<file path="src/rtl/fifo_drain_ctrl.sv">
// Read stage behind FIFObuffer: issues RD/EN, absorbs the 1-cycle read latency, and presents a
// bubble-free valid/ready stream through a 2-entry buffer. Define FIFO_DRAIN_CNT_EN for word_count.
module fifo_drain_ctrl #(
   parameter int WIDTH = 32,
   parameter int CNT_W = 16
) (
   input  logic             Clk,
   input  logic             Rst,
   input  logic             en,
   input  logic             flush,
   output logic             fifo_rd,
   output logic             fifo_en,
   input  logic             fifo_empty,
   input  logic [WIDTH-1:0] fifo_data,
   output logic             out_valid,
   input  logic             out_ready,
   output logic [WIDTH-1:0] out_data,
   output logic             busy,
`ifdef FIFO_DRAIN_CNT_EN
   output logic [CNT_W-1:0] word_count,
`endif
   output logic [1:0]       dbg_state
);

   // Handshake: a word transfers on any rising edge where out_valid & out_ready; while
   // out_valid & ~out_ready, out_valid and out_data hold unchanged.

   typedef enum logic [1:0] {
      IDLE  = 2'd0,
      RUN   = 2'd1,
      DRAIN = 2'd2
   } state_t;

   state_t           state, state_nxt;
   logic [1:0]       occ;
   logic             pend;
   logic [WIDTH-1:0] buf0, buf1, buf0_nxt, buf1_nxt;
   logic             pop;
   logic [2:0]       fill;
   logic [1:0]       base;

   assign out_valid = (occ != 2'd0);
   assign out_data  = buf0;
   assign pop       = out_valid & out_ready;

   // fill is the occupancy after this edge; reads are only issued while it leaves a slot free
   assign fill      = {1'b0, occ} + {2'b00, pend} - {2'b00, pop};
   assign base      = occ - {1'b0, pop};
   assign fifo_en   = ~Rst;
   assign fifo_rd   = en & ~flush & ~fifo_empty & ~Rst & (fill < 3'd2);
   assign busy      = (state != IDLE);
   assign dbg_state = state;

   always_comb begin
      buf0_nxt = buf0;
      buf1_nxt = buf1;
      if (pop) buf0_nxt = buf1;
      if (pend) begin
         if (base == 2'd0) buf0_nxt = fifo_data;
         else              buf1_nxt = fifo_data;
      end
   end

   always_comb begin
      state_nxt = state;
      case (state)
         IDLE: begin
            if (en && !fifo_empty) state_nxt = RUN;
         end
         RUN: begin
            if (!en) begin
               if (occ != 2'd0 || pend) state_nxt = DRAIN;
               else                     state_nxt = IDLE;
            end else if (fifo_empty && occ == 2'd0 && !pend && !fifo_rd) begin
               state_nxt = IDLE;
            end
         end
         DRAIN: begin
            if (en)                state_nxt = RUN;
            else if (fill == 3'd0) state_nxt = IDLE;
         end
         default: state_nxt = IDLE;
      endcase
      if (flush) state_nxt = IDLE;
   end

   always_ff @(posedge Clk) begin
      if (Rst) begin
         state <= IDLE;
         occ   <= 2'd0;
         pend  <= 1'b0;
         buf0  <= '0;
         buf1  <= '0;
      end else begin
         state <= state_nxt;
         buf0  <= buf0_nxt;
         buf1  <= buf1_nxt;
         if (flush) begin
            occ  <= 2'd0;
            pend <= 1'b0;
         end else begin
            occ  <= fill[1:0];
            pend <= fifo_rd;
         end
      end
   end

`ifdef FIFO_DRAIN_CNT_EN
   // A pop in the flush cycle still reaches the consumer, so it is counted
   always_ff @(posedge Clk) begin
      if (Rst)      word_count <= '0;
      else if (pop) word_count <= word_count + 1'b1;
   end
`endif

endmodule
</file>
<file path="config.mk">
export PLATFORM = sky130hd
export DESIGN_NAME = fifo_drain_ctrl
export DESIGN_NICKNAME = d
export VERILOG_FILES = /design/src/rtl/fifo_drain_ctrl.sv
export SDC_FILE = /design/constraint.sdc
export NUM_CORES = 1
export LEC_CHECK = 0
export CELL_PAD_IN_SITES_DETAIL_PLACEMENT = 2
export CELL_PAD_IN_SITES_GLOBAL_PLACEMENT = 2
export CORE_MARGIN = 4
export CORE_UTILIZATION = 28
export CTS_CLUSTER_SIZE = 14
export DETAILED_ROUTE_END_ITERATION = 8
export PLACE_DENSITY = 0.94
export SLEW_MARGIN = 10
export SYNTH_ARGS = -nofsm -noshare
export SYNTH_HDL_FRONTEND = slang
export SYNTH_SLANG_ARGS = --single-unit
</file>
<file path="constraint.sdc">
create_clock -name Clk -period 5.9 [get_ports Clk]
set_input_delay 1.77 -clock Clk [delete_from_list [all_inputs] [get_ports Clk]]
set_output_delay 1.77 -clock Clk [all_outputs]
set_load 0.03 [all_outputs]
</file>
==> results of run 1 <==
[worst min-delay path: stages, from the launching register on]
cell     delay [ps]
dfxtp_1         310
nand2_1          50
a21oi_1          50
[final cells by class]
| cell class | count | share of cell area [%] |
|---|---|---|
| inverters | 3 | 0.294 |
| clock inverters | 5 | 2.19 |
| multi-input cells | 256 | 32.6 |
| clock buffers | 11 | 3.69 |
| repair buffers | 81 | 20.9 |
| well taps | 129 | 4.22 |
| flip-flops and latches | 69 | 36.1 |
[power breakdown]
part	internal (uW)	switching, uW	total (uW)
Clock	251	188	438
Combinational	48.0	55.1	103
Sequential	475	5.80	480
Total	773	249	1020
[metal layers]
metal,up-vias,global-route usage (%),wire (um)
li1,1320,-,-
met1,1344,19.0,3710
met2,56,30.7,4920
met3,12,2.94,321
met4,0,5.50,128
met5,-,0,0
[state kept, by name (all words and copies together), names as in the netlist]
name,cells
pend,1
buf1,32
dbg_state,2
out_data,32
occ,2
[logic make-up after synthesis]
kind of cell / count (synthesis) / share of synthesized area (%)
and+or+nand+nor: 182 / 25.8
AOI/OAI and AO/OA: 71 / 17.7
DFF: 69 / 50.0
buffers and inverters: 31 / 4.98
adders and majority gates: 2 / 1.18
xor gates and xnor gates: 1 / 0.317
[through the flow]
stage	instances	area, sq um	power, uW	hold slack (ps)	util, %
finish	554	3830	1020	458	40.7
global route	554	3830	1070	485	40.7
CTS	554	3830	1040	463	40.7
detailed placement	538	3600	596	452	38.3
global placement	538	3600	592	441	38.3
floorplan	356	2760	537	437	-
[path summary, 6_finish.rpt]
check / from / to / slack [ps]
worst max register to register: occ[0] / out_data[4] / 3420
worst min register to register: buf1[28] / buf1[28] / 460
worst min-delay path: buf1[28] / buf1[28] / 460
worst max-delay path: out_ready / fifo_rd / 320
[cells in the final DEF (no fill, tap or decap), types with 2 or more instances in the layout]
cell,synthesis,routed
a21oi_1,33,33
a311oi_1,32,32
and2_1,3,3
buf_4,4,6
bufinv_16,0,2
clkbuf_8,0,10
clkdlybuf4s50_1,0,73
clkinvlp_4,0,2
dfxtp_1,69,69
inv_1,3,3
nand2_1,133,133
nor2_1,35,35
nor2b_1,2,2
nor3_1,4,4
==> results.sh, run 1 <==
export IMPL_run_status="completed"
export IMPL_synth_net_count=396
export IMPL_die_area_sq_um=11500
export IMPL_path_clk_slew_ps=70
export IMPL_setup_viol=0
export IMPL_multi_input_area_sq_um=1250
export IMPL_synth_most_common_cell="nand2_1"
export IMPL_synth_edf_count=0
export IMPL_antenna_found_initial=0
export IMPL_required_ps=4130
export IMPL_report_final_slew_viol_count=0
export IMPL_layout_min_cycle_time_ps=5580
export IMPL_synthDominantCellAreaShare_pct=50.0
export IMPL_fin_skew_ps=7.85
export IMPL_crit_fanout=4
export IMPL_synth_sequential_area_ratio_pct=50.0
export IMPL_crit_cells=8
export IMPL_nets=460
export IMPL_syn2layout_area_growth_pct=38.5
export IMPL_drive_above_1_share_pct=6.12
export IMPL_die_w_um=107
export IMPL_fin_crit_sh_pct=94.5
export IMPL_clockBufferDepth=2
export IMPL_cts_tree="yes"
export IMPL_cts_max_level=3
export IMPL_crit_path_max_incr_delay_ps=500
export IMPL_r2r_cells=5
export IMPL_place_ws_ps=329
export IMPL_wire_per_inst_um=16.4
export IMPL_grt_pass1_vias=3086
export IMPL_worst_setup_path_end_kind="primary output"
export IMPL_critPathTopFamily="simple AND/OR/NAND/NOR gates"
export IMPL_post_cts_buffers=0
export IMPL_arrival_ps=3810
export IMPL_hpwl_um=6360
export IMPL_core_sq_um=9420
export IMPL_synth_area_sq_um=2760
export IMPL_hold_class="flop to flop"
export IMPL_remaining_drc_errors=0
export IMPL_yosysTopAreaCell="dfxtp_1"
export IMPL_tightestPinTransition_ps=1160
export IMPL_synth_warnings=0
export IMPL_relSlewSlack_pct=22.4
export IMPL_ant_nets=0
export IMPL_p_leak_uw=0.00126
export IMPL_vias=2732
export IMPL_async_flop_share_pct=0
export IMPL_worst_setup_path_start_kind="primary input"
export IMPL_n_fill_cell=1098
export IMPL_critPathSlowestCell="fa_1"
export IMPL_initial_utilization_pct=29.3
export IMPL_avgSynthCellArea_sq_um=7.76
export IMPL_path_buf_inv=2
export IMPL_grt_max_degree=37
export IMPL_grt_overflow_total=0
export IMPL_grt_pass1_wl_um=15300
export IMPL_p_per_area_nw_per_um2=267
export IMPL_avgViaCountPerCell=4.93
export IMPL_die_h_um=107
export IMPL_netlist_top_cells_area="dfxtp_1, nand2_1, a311oi_1, a21oi_1, nor2_1"
export IMPL_rsz0062_at_grt="false"
export IMPL_hold_depth=2
export IMPL_ys_ff_latch=69
export IMPL_tns_ps=0
export IMPL_drt_iter0_markers=31
export IMPL_track_usage_pct=16.5
export IMPL_firstDrtPassIters=4
export IMPL_path_class="primary input to primary output"
export IMPL_syn_inst=356
export IMPL_max_freq_ghz=0.179
export IMPL_crit_chain="clkdlybuf4s50_1 > and2_1 > nand2b_1 > nand2_1 > ha_1 > fa_1 > nor3_1 > buf_12"
export IMPL_cts_root_buf="clkbuf_8"
export IMPL_io_pins=76
export IMPL_fin_ws_ps=325
export IMPL_place_port_buffers=75
export IMPL_synth_main_ff_cell="dfxtp_1"
export IMPL_antenna_cells=0
export IMPL_max_cap_viol_count=0
export IMPL_clock_sinks=69
export IMPL_yosys_top_cells_count="nand2_1, dfxtp_1, nor2_1, a21oi_1, a311oi_1"
export IMPL_clkLatencyLatePin_ps=340
export IMPL_hold_violations=0
export IMPL_row_count=35
export IMPL_place_gp_congestion=0.712
export IMPL_cts_hold_buf=0
export IMPL_cts_repair_resized=0
export IMPL_numCtsBuffers=9
export IMPL_drt_total_wl_um=9080
export IMPL_seqCellArea_sq_um=1380
export IMPL_synth_distinct_cells=27
export IMPL_ir_worst_vdd_v=0.000127
Power figures use the tool's default switching activity.
==> run 2: changes to the inputs <==
--- a/config.mk
+++ b/config.mk
@@ -12,7 +12,7 @@
 export CTS_CLUSTER_SIZE = 14
 export DETAILED_ROUTE_END_ITERATION = 8
 export PLACE_DENSITY = 0.94
-export SLEW_MARGIN = 10
+export SLEW_MARGIN = 20
 export SYNTH_ARGS = -nofsm -noshare
 export SYNTH_HDL_FRONTEND = slang
 export SYNTH_SLANG_ARGS = --single-unit
==> run 2 against run 1 <==
Compared with the run above: die area unchanged; final cell count grew 0.18%; sequential cell count is the same; first-iteration DRC count unchanged; clock skew decreased by 0.58 ps; power hardly changed; critical path depth is the same.
==> results.sh, run 2 (synthesis results as in run 1) <==
export IMPL_die_w_um=107
export IMPL_hold_class="flop to flop"
export IMPL_max_freq_ghz=0.179
export IMPL_cts_max_level=3
export IMPL_drt_total_wl_um=9090
export IMPL_switching_share_pct=24.4
export IMPL_fin_crit_sh_pct=94.5
export IMPL_avgViaCountPerCell=4.93
export IMPL_cts_tree="yes"
export IMPL_worst_setup_path_start_kind="primary input"
export IMPL_grt_pass1_vias=3086
export IMPL_place_ws_ps=329
export IMPL_relSlewSlack_pct=53.2
export IMPL_layout_min_cycle_time_ps=5580
export IMPL_crit_fanout=4
export IMPL_core_sq_um=9420
export IMPL_final_common_cell="nand2_1"
export IMPL_drive_above_1_share_pct=6.34
export IMPL_p_leak_uw=0.00126
export IMPL_die_area_sq_um=11500
export IMPL_fin_ws_ps=324
export IMPL_ant_nets=0
export IMPL_syn2layout_area_growth_pct=39.1
export IMPL_wire_per_inst_um=16.4
export IMPL_critPathSlowestCell="fa_1"
export IMPL_grt_max_degree=37
export IMPL_path_class="primary input to primary output"
export IMPL_numCtsBuffers=9
export IMPL_run_status="completed"
export IMPL_cts_hold_buf=0
export IMPL_arrival_ps=3810
export IMPL_p_clk_share_pct=42.9
export IMPL_vias=2738
export IMPL_clock_sinks=69
export IMPL_required_ps=4130
export IMPL_tns_ps=0
export IMPL_clkLatencyLatePin_ps=340
export IMPL_io_pins=76
export IMPL_hold_violations=0
export IMPL_cts_root_buf="clkbuf_8"
export IMPL_p_per_area_nw_per_um2=266
export IMPL_crit_chain="clkdlybuf4s50_1 > and2_1 > nand2b_1 > nand2_1 > ha_1 > fa_1 > nor3_1 > buf_12"
export IMPL_hpwl_um=6360
export IMPL_tightestPinTransition_ps=702
export IMPL_track_usage_pct=16.5
export IMPL_path_clk_slew_ps=70
export IMPL_grt_pass1_wl_um=15300
export IMPL_hold_depth=2
export IMPL_row_count=35
export IMPL_place_port_buffers=75
export IMPL_antenna_found_initial=0
export IMPL_antenna_cells=0
export IMPL_initial_utilization_pct=29.3
export IMPL_final_cell_mix="nand2_1, clkdlybuf4s50_1, dfxtp_1, nor2_1, a21oi_1"
export IMPL_firstDrtPassIters=4
export IMPL_r2r_cells=9
export IMPL_rsz0062_at_grt="false"
export IMPL_ir_worst_vdd_v=0.000128
export IMPL_remaining_drc_errors=0
export IMPL_drt_iter0_markers=31
export IMPL_report_final_slew_viol_count=0
export IMPL_worst_setup_path_end_kind="primary output"
export IMPL_fin_skew_ps=7.28
export IMPL_pwr_share_seq_pct=47.0
export IMPL_post_cts_buffers=0
export IMPL_post_route_util_pct=40.8
export IMPL_crit_path_max_incr_delay_ps=510
export IMPL_switchingPower_uw=249
export IMPL_die_h_um=107
export IMPL_clockBufferDepth=2
export IMPL_place_gp_congestion=0.712
export IMPL_setup_viol=0
export IMPL_p_comb_share_pct=10.1
export IMPL_nets=461
export IMPL_p_int_uw=774
export IMPL_cts_repair_resized=0
export IMPL_max_cap_viol_count=0
export IMPL_grt_overflow_total=0
-- run 2: cell count changes in the layout (fill, tap and decap cells not counted), sizes merged --
cell,change
buf,+1
-- run 2: metal layers --
layer	up-vias	part of all wire (%)	track usage, %
li1	1321	-	-
met2	61	54	30.7
met3	12	3.9	2.94
met4	0	1.4	5.50
met1	1344	41	19.0
met5	-	0	0
-- run 2: power groups by stage --
stage	logic, uW	clock network, uW	registers [uW]
final	104	439	480
after global routing	112	481	482
after CTS	105	455	481
after detailed placement	104	0	492
after global placement	101	0	491
after floorplan	29.4	0	508
-- run 2: critical path: cells and delay by family --
| family | cells | cell delay [ps] |
|---|---|---|
| buffers and inverters | 2 | 610 |
| adders and majority gates | 2 | 700 |
| and+or+nand+nor | 4 | 730 |
-- run 2: per-stage QoR --
stage	cell area, sq um	power, uW	hold slack (ps)	cells
2_1_floorplan	2760	537	437	356
3_3_place_gp	3600	592	441	538
3_5_place_dp	3600	596	452	538
4_1_cts	3830	1040	463	554
5_1_grt	3840	1070	485	555
6_report	3840	1020	458	555
-- run 2: path summary, 6_finish.rpt --
path	from	end	slack, ps
worst max-delay path	out_ready	fifo_rd	320
worst min-delay path	buf1[28]	buf1[28]	460
worst max register to register	occ[1]	dbg_state[1]	3510
worst min register to register	buf1[28]	buf1[28]	460
-- run 2: area by class of cell --
type,instances,area [sq um]
inverters,3,11.3
fillers,1097,5570
well taps,129,161
flip-flops and latches,69,1380
clock buffers,11,141
multi-input cells,256,1250
repair buffers,82,816
clock inverters,5,83.8
==> run 3: changes to the inputs <==
==> config.mk (replaced) <==
export PLATFORM = sky130hd
export DESIGN_NAME = fifo_drain_ctrl
export DESIGN_NICKNAME = d
export VERILOG_FILES = /design/src/rtl/fifo_drain_ctrl.sv
export SDC_FILE = /design/constraint.sdc
export NUM_CORES = 1
export LEC_CHECK = 0
export CORE_MARGIN = 4
export CORE_UTILIZATION = 23
export CTS_CLUSTER_SIZE = 14
export DETAILED_ROUTE_END_ITERATION = 8
export PLACE_DENSITY = 0.55
export SLEW_MARGIN = 20
export SYNTH_ARGS = -nofsm -noshare
export SYNTH_HDL_FRONTEND = slang
export SYNTH_SLANG_ARGS = --single-unit
==> run 3 against run 2 <==
Compared with the run above: critical path depth did not move; final area up 3.1%; first-iteration DRC count rose to 4.6 times the previous value; routed wire length fell by 22%; power grew 13%; sequential power about the same; maximum frequency decreased by 0.20%.
==> results.sh, run 3 (synthesis results as in run 1) <==
export IMPL_run_status="completed"
export IMPL_crit_start="out_ready"
export IMPL_n_fill_cell=1239
export IMPL_ir_worst_vdd_v=0.000164
export IMPL_cts_hold_buf=0
export IMPL_p_leak_uw=0.00131
export IMPL_switching_share_pct=22.4
export IMPL_wire_per_inst_um=12.6
export IMPL_post_route_util_pct=34.2
export IMPL_layout_min_cycle_time_ps=5590
export IMPL_path_class="primary input to primary output"
export IMPL_ant_nets=0
export IMPL_max_freq_ghz=0.179
export IMPL_crit_chain="clkdlybuf4s50_1 > and2_1 > nand2b_1 > nand2_1 > ha_1 > fa_1 > nor3_1 > buf_12"
export IMPL_grt_overflow_total=0
export IMPL_p_clk_share_pct=49.5
export IMPL_track_usage_pct=10.8
export IMPL_drt_total_wl_um=7130
export IMPL_cts_root_buf="clkbuf_16"
export IMPL_grt_pass1_vias=2540
export IMPL_cts_max_level=3
export IMPL_hpwl_um=4880
export IMPL_drt_iter0_markers=144
export IMPL_max_cap_viol_count=0
export IMPL_crit_path_max_incr_delay_ps=480
export IMPL_die_h_um=118
export IMPL_core_sq_um=11600
export IMPL_numCtsBuffers=9
export IMPL_setup_viol=0
export IMPL_rsz0062_at_grt="false"
export IMPL_clockBufferDepth=2
export IMPL_arrival_ps=3820
export IMPL_report_final_slew_viol_count=0
export IMPL_seqCellArea_sq_um=1380
export IMPL_worst_setup_path_start_kind="primary input"
export IMPL_avgViaCountPerCell=4.46
export IMPL_hold_depth=2
export IMPL_antenna_found_initial=0
export IMPL_tns_ps=0
export IMPL_switchingPower_uw=258
export IMPL_pwr_share_seq_pct=41.8
export IMPL_nets=460
export IMPL_path_clk_slew_ps=50
export IMPL_critPathTopFamily="simple AND/OR/NAND/NOR gates"
export IMPL_p_per_area_nw_per_um2=291
export IMPL_grt_pass1_wl_um=12300
export IMPL_post_cts_buffers=0
export IMPL_clkLatencyLatePin_ps=330
export IMPL_fin_ws_ps=313
export IMPL_cts_repair_resized=0
export IMPL_hold_violations=0
export IMPL_clock_sinks=69
export IMPL_grt_max_degree=39
export IMPL_place_port_buffers=75
export IMPL_r2r_slack_ps=3530
export IMPL_required_ps=4130
export IMPL_die_w_um=118
export IMPL_fin_crit_sh_pct=94.7
export IMPL_place_inst=552
export IMPL_multi_input_area_sq_um=1250
export IMPL_hold_class="flop to flop"
export IMPL_path_buf_inv=2
export IMPL_remaining_drc_errors=0
export IMPL_worstHoldEndpoint="buf1[3]"
export IMPL_syn2layout_area_growth_pct=43.3
export IMPL_critPathSlowestCell="fa_1"
export IMPL_r2r_cells=9
export IMPL_place_ws_ps=321
export IMPL_final_common_cell="nand2_1"
export IMPL_drive_above_1_share_pct=6.12
export IMPL_initial_utilization_pct=23.9
export IMPL_row_count=39
export IMPL_r2r_start="occ[1]"
export IMPL_relSlewSlack_pct=41.8
export IMPL_p_comb_share_pct=8.8
export IMPL_cts_tree="yes"
export IMPL_io_pins=76
export IMPL_die_area_sq_um=13800
export IMPL_worst_setup_path_end_kind="primary output"
export IMPL_holdCritStartpoint="buf1[3]"
export IMPL_firstDrtPassIters=4
export IMPL_p_int_uw=894
export IMPL_reg2reg_to="dbg_state[1]"
export IMPL_antenna_cells=0
export IMPL_power_uw=1150
export IMPL_final_cell_mix="nand2_1, clkdlybuf4s50_1, dfxtp_1, nor2_1, a21oi_1"
export IMPL_fin_skew_ps=6.72
export IMPL_tightestPinTransition_ps=870
export IMPL_vias=2535
export IMPL_place_gp_congestion=0.758
export IMPL_crit_fanout=4
export IMPL_layoutNonFillerInstCount=568
==> run 3: cell count changes in the layout (fill, tap and decap cells not counted), sizes merged <==
cell,before,now
clkinv,1,4
clkinvlp,2,0
buf,9,8
clkbuf,11,10
==> run 3: per-layer routing <==
metal | up-vias | global-route usage, % | routed length, um
met5 | - | 0 | 0
met2 | 61 | 16.6 | 3190
met1 | 1140 | 13.6 | 3470
met3 | 10 | 4.71 | 389
met4 | 0 | 3.52 | 82
li1 | 1324 | - | -
==> run 3: worst max path at each step <==
stage	to	cells after the start	slack [ps]
after global placement	fifo_rd	8	350
final	fifo_rd	8	310
after global routing	fifo_rd	9	200
after detailed placement	fifo_rd	8	320
after CTS	fifo_rd	8	300
after floorplan	fifo_rd	7	560
==> run 3: through the flow <==
| step | cell area, sq um | hold WS, ps |
|---|---|---|
| final | 3960 | 454 |
| after global routing | 3960 | 475 |
| after CTS | 3960 | 456 |
| after detailed placement | 3640 | 448 |
| after global placement | 3630 | 442 |
| after floorplan | 2760 | 437 |
==> run 3: cell type report <==
cell class                      count  area share [%]
Tap cell                          143            4.52
Timing Repair Buffer               81            20.6
Clock inverter                      6            2.21
Multi-Input combinational cell    256            31.7
Sequential cell                    69            34.9
Inverter                            3           0.284
Clock buffer                       10            5.78
==> run 3: worst register-to-register path, delay by kind of cell, from the launching register on <==
kind	cells	cell delay [ps]
simple gates	6	1010
fa+ha+maj	2	670
flops	1	370
compound gates	1	220
==> run 3: power by group through the flow <==
stage                     Combinational (uW)  Clock, uW  Sequential, uW
after global routing                     109        613             482
after detailed placement                 102          0             491
after global placement                   101          0             491
after floorplan                         29.4          0             508
after CTS                                102        590             481
final                                    101        570             481
